**config.mk**
```make
export PLATFORM = sky130hd
export DESIGN_NAME = seg7_scan_display
export DESIGN_NICKNAME = d
export VERILOG_FILES = /design/src/rtl/seg7_scan_display_pkg.sv /design/src/rtl/seg7_scan_display_bcd_to_seg7.sv /design/src/rtl/seg7_scan_display.sv
export SDC_FILE = /design/constraint.sdc
export NUM_CORES = 1
export LEC_CHECK = 0
export CORE_ASPECT_RATIO = 0.9
export CORE_MARGIN = 1
export CORE_UTILIZATION = 46
export DETAILED_ROUTE_END_ITERATION = 8
export MAX_ROUTING_LAYER = met4
export PLACE_DENSITY = 0.73
export REMOVE_ABC_BUFFERS = 1
export SLEW_MARGIN = 0
export SYNTH_ARGS = -nofsm -noshare
export SYNTH_HDL_FRONTEND = slang
export SYNTH_SLANG_ARGS = --single-unit
```
**constraint.sdc**
```tcl
create_clock -name clk -period 2.9 [get_ports clk]
set_input_delay 0.58 -clock clk [delete_from_list [all_inputs] [get_ports clk]]
set_output_delay 0.58 -clock clk [all_outputs]
set_load 0.02 [all_outputs]
```
**src/rtl/seg7_scan_display_pkg.sv**
```systemverilog
// Shared constants for the clock's multiplexed 7-segment display.
// Digit positions and active-high a-g segment codes.
package seg7_scan_display_pkg;

  localparam int NUM_DIGITS = 6;

  localparam logic [2:0] DIG_SEC_L  = 3'd0;
  localparam logic [2:0] DIG_SEC_H  = 3'd1;
  localparam logic [2:0] DIG_MIN_L  = 3'd2;
  localparam logic [2:0] DIG_MIN_H  = 3'd3;
  localparam logic [2:0] DIG_HOUR_L = 3'd4;
  localparam logic [2:0] DIG_HOUR_H = 3'd5;

  localparam logic [6:0] SEG_0    = 7'h3F;
  localparam logic [6:0] SEG_1    = 7'h06;
  localparam logic [6:0] SEG_2    = 7'h5B;
  localparam logic [6:0] SEG_3    = 7'h4F;
  localparam logic [6:0] SEG_4    = 7'h66;
  localparam logic [6:0] SEG_5    = 7'h6D;
  localparam logic [6:0] SEG_6    = 7'h7D;
  localparam logic [6:0] SEG_7    = 7'h07;
  localparam logic [6:0] SEG_8    = 7'h7F;
  localparam logic [6:0] SEG_9    = 7'h6F;
  localparam logic [6:0] SEG_DASH = 7'h40;
  localparam logic [6:0] SEG_OFF  = 7'h00;

  typedef struct packed {
    logic [5:0] an;
    logic [6:0] seg;
    logic       dp;
  } disp_t;

  function automatic logic [2:0] next_digit(
    input logic [2:0] idx
  );
    return (idx == DIG_HOUR_H) ? DIG_SEC_L : idx + 3'd1;
  endfunction

endpackage

```
**src/rtl/seg7_scan_display_bcd_to_seg7.sv**
```systemverilog
// BCD nibble to active-high a-g segment pattern.
// Non-decimal nibbles render as a dash.
module bcd_to_seg7
  import seg7_scan_display_pkg::*;
(
  input  logic [3:0] nib,
  output logic [6:0] pat
);

  always_comb begin
    pat = SEG_DASH;
    case (nib)
      4'd0:    pat = SEG_0;
      4'd1:    pat = SEG_1;
      4'd2:    pat = SEG_2;
      4'd3:    pat = SEG_3;
      4'd4:    pat = SEG_4;
      4'd5:    pat = SEG_5;
      4'd6:    pat = SEG_6;
      4'd7:    pat = SEG_7;
      4'd8:    pat = SEG_8;
      4'd9:    pat = SEG_9;
      default: pat = SEG_DASH;
    endcase
  end

endmodule

```
**src/rtl/seg7_scan_display.sv**
```systemverilog
// Six-digit HH MM SS multiplexed 7-segment driver with
// per-pair blink for time setting.
module seg7_scan_display
  import seg7_scan_display_pkg::*;
#(
  parameter int SCAN_DIV    = 50000,
  parameter int BLINK_TICKS = 500,
  parameter bit SEG_ACT_LOW = 1'b1,
  parameter bit AN_ACT_LOW  = 1'b1
) (
  input  logic       clk,
  input  logic       cr,
  input  logic       en,
  input  logic [7:0] sec,
  input  logic [7:0] min,
  input  logic [7:0] hour,
  input  logic [2:0] blink_mask,
  output logic [5:0] an,
  output logic [6:0] seg,
  output logic       dp
);

  localparam int PW =
    (SCAN_DIV > 1) ? $clog2(SCAN_DIV) : 1;
  localparam int BW =
    (BLINK_TICKS > 1) ? $clog2(BLINK_TICKS) : 1;

  localparam logic [PW-1:0] PRE_MAX = PW'(SCAN_DIV - 1);
  localparam logic [BW-1:0] BLK_MAX = BW'(BLINK_TICKS - 1);

  localparam logic [5:0] AN_IDLE =
    AN_ACT_LOW ? 6'h3F : 6'h00;
  localparam logic [6:0] SEG_IDLE =
    SEG_ACT_LOW ? 7'h7F : 7'h00;
  localparam logic DP_IDLE = SEG_ACT_LOW;

  logic [PW-1:0] presc;
  logic [BW-1:0] blink_cnt;
  logic          blink_phase;
  logic [2:0]    idx;
  logic          tick;

  logic [2:0] idx_nxt;
  logic [7:0] pair_bcd;
  logic [3:0] nib;
  logic [6:0] pat;
  logic       pair_blink;
  logic       blank;
  disp_t      disp_nxt;

  assign tick = (presc == PRE_MAX);

  bcd_to_seg7 u_dec (
    .nib (nib),
    .pat (pat)
  );

  // Output word is built for the digit that becomes current at this tick.
  always_comb begin
    idx_nxt    = next_digit(idx);
    pair_bcd   = sec;
    pair_blink = blink_mask[0];
    case (idx_nxt)
      DIG_MIN_L, DIG_MIN_H: begin
        pair_bcd   = min;
        pair_blink = blink_mask[1];
      end
      DIG_HOUR_L, DIG_HOUR_H: begin
        pair_bcd   = hour;
        pair_blink = blink_mask[2];
      end
      default: begin
        pair_bcd   = sec;
        pair_blink = blink_mask[0];
      end
    endcase
    nib   = idx_nxt[0] ? pair_bcd[7:4] : pair_bcd[3:0];
    blank = pair_blink & blink_phase;

    disp_nxt.an  = en ? (6'b000001 << idx_nxt) : 6'b000000;
    disp_nxt.seg = blank ? SEG_OFF : pat;
    disp_nxt.dp  = ~blank &
      ((idx_nxt == DIG_MIN_L) | (idx_nxt == DIG_HOUR_L));
  end

  always_ff @(posedge clk) begin
    if (cr) begin
      presc       <= '0;
      blink_cnt   <= '0;
      blink_phase <= 1'b0;
      idx         <= DIG_HOUR_H;
      an          <= AN_IDLE;
      seg         <= SEG_IDLE;
      dp          <= DP_IDLE;
    end else if (tick) begin
      presc <= '0;
      idx   <= idx_nxt;
      if (blink_cnt == BLK_MAX) begin
        blink_cnt   <= '0;
        blink_phase <= ~blink_phase;
      end else begin
        blink_cnt <= blink_cnt + 1'b1;
      end
      an  <= AN_ACT_LOW ? ~disp_nxt.an : disp_nxt.an;
      seg <= SEG_ACT_LOW ? ~disp_nxt.seg : disp_nxt.seg;
      dp  <= SEG_ACT_LOW ? ~disp_nxt.dp : disp_nxt.dp;
    end else begin
      presc <= presc + 1'b1;
    end
  end

endmodule

```
# Word level (Yosys, flattened, before mapping)
# Memories as Yosys holds them, arrays and structs flattened.
# Index checks and enable logic that the tools add are counted.
# classes
n_reduce_logical,4
n_eq_ne,7
muxes,7
n_shift,1
bitwise_logic,8
n_addsub,3
# ops
op,count
$add 16x1->16 const B,1
$eq 16x16->1 const B,1
$pmux 8 s2,1
$add 9x1->9 const B,1
$eq 3x3->1 const B,3
$eq 9x9->1 const B,1
$mux 9,1
$mux 7,1
$not 7->7,1
$eq 3x2->1 const B,2
$mux 6,1
$not 6->6,1
$reduce_or 2->1,3
$shl 1x3->6 const A,1
$mux 4,1
$add 3x1->3 const B,1
$mux 3,1
$not 1->1,3
$and 1x1->1,2
$pmux 1 s2,1
$reduce_and 2->1,1
$or 1x1->1,1
# word_totals
input_bits,30
ff_bits,43
romBits,112
elab_cells,38
mem_count,1
output_inout_bits,14
# memory_table
name,depth,word_bits,rd,rd_ports_with_merged_regs,write_ports,line_no,rtl
(no name shown),16,7,1,0,0,seg7_scan_display_bcd_to_seg7.sv:12,case (nib)

# Logic depth before layout (Yosys ltp)
# logic_depth
depth_word,9
ltp_mapped,15
mapped_depth_nobuf,13

# Modules after synthesis
# A second synthesis with hierarchy kept.
# hier_totals
hier_cells,264
area_unflattened_um2,2312.2
# modules_own_cells
module,cells_per_inst,n_inst,seq_area_each_um2,area_per_inst_um2
seg7_scan_display,235,1,860.8,2084.5
bcd_to_seg7,29,1,0.0,227.7

# Worst setup path before layout
# OpenSTA, ideal clock, no wires.
# synth_path
path_kind,register -> register
from,register idx[0]
to,register seg[4]
stages_incl_launch_ff,14
setup_ps,115
synth_period_minus_slack_ps,2929
path_buffers,2
slack_ps,-29
t_arrival_ps,2815
required_ps,2785
path_cell_list,dfxtp_1 -> buf_1 -> nand2b_1 -> mux2i_1 -> inv_1 -> ha_1 -> buf_6 -> a22o_1 -> mux4_2 -> inv_1 -> ha_1 -> inv_1 -> o32a_1 -> o21a_1
# synth_between
elab_chain_cells,9
elab_cells_between_ends,16
classes_between,add/sub (1); eq/ne (5); mux (5); bitwise (2); reduce/logical (2); memory (1)
# synth_lines
element,line_no,rtl
start: declaration,seg7_scan_display.sv:40,logic [2:0] idx;
start signal: assignment,seg7_scan_display.sv:97,idx <= idx_nxt;
$add 3x1->3 or $eq 3x3->1 (tied branches),seg7_scan_display_pkg.sv:36,return (idx == DIG_HOUR_H) ? DIG_SEC_L : idx + 3'd1;
$mux 3 *,seg7_scan_display_pkg.sv:36,
via idx_nxt[1],seg7_scan_display.sv:43,logic [2:0] idx_nxt;
$eq 3x3->1 or $eq 3x2->1 (tied branches),seg7_scan_display.sv:63,case (idx_nxt)
$reduce_or 2->1,seg7_scan_display.sv:63,
$pmux 8 s2,seg7_scan_display.sv:63,
$mux 4,seg7_scan_display.sv:77,nib = idx_nxt[0] ? pair_bcd[7:4] : pair_bcd[3:0];
$mem_v2 16x7,n/a,
$mux 7 *,seg7_scan_display.sv:81,disp_nxt.seg = blank ? SEG_OFF : pat;
$not 7->7 *,seg7_scan_display.sv:105,seg <= SEG_ACT_LOW ? ~disp_nxt.seg : disp_nxt.seg;
end signal: assignment,seg7_scan_display.sv:105,
end: declaration,seg7_scan_display.sv:19,"output logic [6:0] seg,"
# The timed path passes the listed nets; every way through them passes the cells marked *.
# A chain may end at the register's enable or synchronous reset.

# Worst setup path in the final report
# layout_path
from,register idx[2]
to,register seg[4]
# layout_between
elab_chain_cells,9
elab_cells_between_ends,16
classes_between,add/sub (1); eq/ne (5); mux (5); bitwise (2); reduce/logical (2); memory (1)
# layout_lines
element,line_no
$eq 3x3->1 *,seg7_scan_display_pkg.sv:36
$mux 3 *,seg7_scan_display_pkg.sv:36
via idx_nxt[1],seg7_scan_display.sv:43
$eq 3x3->1 or $eq 3x2->1 (tied branches),seg7_scan_display.sv:63
$reduce_or 2->1,seg7_scan_display.sv:63
$pmux 8 s2,seg7_scan_display.sv:63
$mux 4,seg7_scan_display.sv:77
$mem_v2 16x7,n/a
$mux 7 *,seg7_scan_display.sv:81
$not 7->7 *,seg7_scan_display.sv:105
# Marks and branches as above.

==> run summary <==
Crit path max-delay family -> multiplexers
WS Path Type -> flop to flop
Setup TNS Final -> 0 ns
Synth async-reset ratio -> 0%
Ys Warns -> 0
post-synthesis cell count -> 258
initial antenna violation count -> 0
Worst-Skew Late Latency -> 0.29 ns
Final Power -> 1.04 mW
final core utilization -> 62.2%
max_slew headroom -> 61.6%
filler instances -> 414
crit-path cells -> nand2b_1, mux2i_2, inv_1, ha_2, a22o_1, mux4_2, inv_1, ha_1, inv_1, o32a_1, o21a_1
Worst Tran Pin Value -> 0.576 ns
Data required, critical path -> 3.09 ns
CP startpoint kind -> flop
GRT Resource Usage Total -> 21.0%
clk_skew -> 0.0103 ns
Hold Slack -> 0.464 ns
status -> finished, final reports clean
RSZ-0062 raised after global routing -> false
hold crit path type -> flop to flop
post-detailed-route DRC marker count -> 0
TritonCTS buffer count -> 5
Max IR drop VDD -> 0.203 mV
CP bufs+invs -> 3
Syn Area/Cell -> 8.74 sq um
first-pass GRT wire length -> 7.98 mm
Buffers on Ports -> 43
final number of max-transition violations -> 0
# Max-Cap Violations -> 0
post-synth top area cell -> dfxtp_1
minimum clock period -> 2.66 ns
pwr/cell area -> 366 nW/um^2
row cnt -> 23
share of cells above drive strength 1 -> 8.22%
post-DR vias/cell -> 5.14
CTS H-tree depth -> 2
Crit path top cell by count -> inv_1
Leakage -> 1.05 nW
DP Wirelength -> 3.50 mm
sequential area share after synthesis -> 38.2%
slowest stage delay, CP -> 0.49 ns
largest net degree at the start of global routing -> 16
final wirelength -> 4.64 mm
post-route ant nets -> 0
final-report hold violation count -> 0
1st-pass router iterations -> 4
Initial DRC Count -> 89
CP Max Fanout -> 9
Post-synth top cells -> dfxtp_1, nor2_1, nand2_1
Yosys top cell area share -> 38.2%
cell at the slowest stage of the critical path -> mux4_2
WL per Instance -> 12.7 um
critical path endpoint category -> flop
Starting Density -> 49.3%
Die ar. -> 5190 sq um
arrival time worst endpoint -> 2.85 ns
Final Cycle Share -> 91.7%
post-synth cell types -> 42
number of global-route vias before repair -> 1791
Placed Cells incl. Taps -> 358
Yosys reg bits -> 43
EDFF count, synth -> 0
FMAX -> 376 MHz
CTS Sinks -> 43
Reg clk slew, reported paths -> 0.08 ns
Area contributors post-synth -> dfxtp_1, nor2_1, ha_1
routed vias -> 1881
# setup viols final -> 0
Core Footprint -> 4580 sq um
mapped cell area -> 2260 sq um
Die Wd -> 75.8 um
non-filler cells, final -> 366
GRT Residual Overflow -> 0
Clock Path Buffers -> 2
antenna diode count -> 0
Chip Height -> 68.4 um
Main synth FF type -> dfxtp_1
CTS tree -> built
synthesis-to-finish area growth -> 26.1%
IO Pins -> 44
Final #Nets -> 342
GP Congestion -> 0.809
clock root buffer -> clkbuf_8
==> cell type report <==
cell class | instances | area [sq um] | area share (%)
multi-input combinational | 191 | 1290 | 45.5
sequential | 43 | 861 | 30.3
timing repair buffer | 50 | 483 | 17.0
tap | 62 | 77.6 | 2.73
clock buffer | 5 | 68.8 | 2.42
inverter | 12 | 45.0 | 1.58
clock inverter | 3 | 15.0 | 0.528
==> cell usage in the layout, fill, tap and decap left out, drive strengths merged, types with 6 or more instances in the layout <==
cell / count
nand4: 6
nor2: 43
nand2b: 10
nand2: 20
nor3: 7
buf: 7
nand3: 11
xnor2: 12
xor2: 10
ha: 9
a22o: 7
clkdlybuf4s50: 43
dfxtp: 43
inv: 12
==> per-layer routing <==
layer,global-route usage [%],share of wire (%),vias to the layer above
met5,-,0,-
met4,5.56,0.86,0
met3,3.98,3.1,5
met2,35.0,46,29
met1,26.0,50,858
li1,-,-,989
==> state kept, by name, summed over array words and instances, names as in the netlist <==
signal	flops
an	6
blink_cnt	9
blink_phase	1
dp	1
idx	3
presc	16
seg	7
==> final timing paths <==
kind	startpoint	to	slack [ns]	cells after the start
hold / removal	presc[0]	presc[0]	0.46	1
hold reg to reg	presc[0]	presc[0]	0.46	1
setup reg to reg	idx[2]	seg[4]	0.24	11
setup / recovery	idx[2]	seg[4]	0.24	11
==> report_power, final <==
group          internal, mW  total, mW  switching (mW)
sequential            0.593      0.596         0.00262
combinational        0.0503     0.0823          0.0319
clock                 0.165      0.363           0.198
total                 0.809       1.04           0.232
==> timing repair <==
item                                    CTS  global route
gates resized for setup                   0             4
hold buffers                              0             0
endpoints found under the setup margin    0             6
buffers inserted                          0             0
==> worst reg2reg max path: stages, from the launching register on <==
cell	delay, ns
dfxtp_1	0.32
nand2b_1	0.21
mux2i_2	0.24
inv_1	0.07
ha_2	0.25
a22o_1	0.22
mux4_2	0.49
inv_1	0.12
ha_1	0.17
inv_1	0.05
o32a_1	0.33
o21a_1	0.10
==> through the flow <==
| stage | setup slack, ns | area (sq um) |
|---|---|---|
| after floorplan | 0.130 | 2180 |
| after global placement | 0.259 | 2750 |
| after detailed placement | 0.153 | 2750 |
| after CTS | 0.141 | 2830 |
| after global routing | 0.0424 | 2850 |
| final | 0.240 | 2850 |
==> cells by family (layout without fill, tap and decap cells) <==
logic type                 after synthesis  in the layout  share of synthesized area, %
muxes                                    5              5                          3.88
DFF                                     43             43                          38.2
buffers and inverters                   24             70                          5.16
xor gates and xnor gates                22             22                          8.54
adders and majority gates                9              9                          4.99
AOI/OAI and AO/OA                       37             37                          12.1
and+or+nand+nor                        118            118                          27.1
No activity file was read; power rests on OpenSTA's default activity.
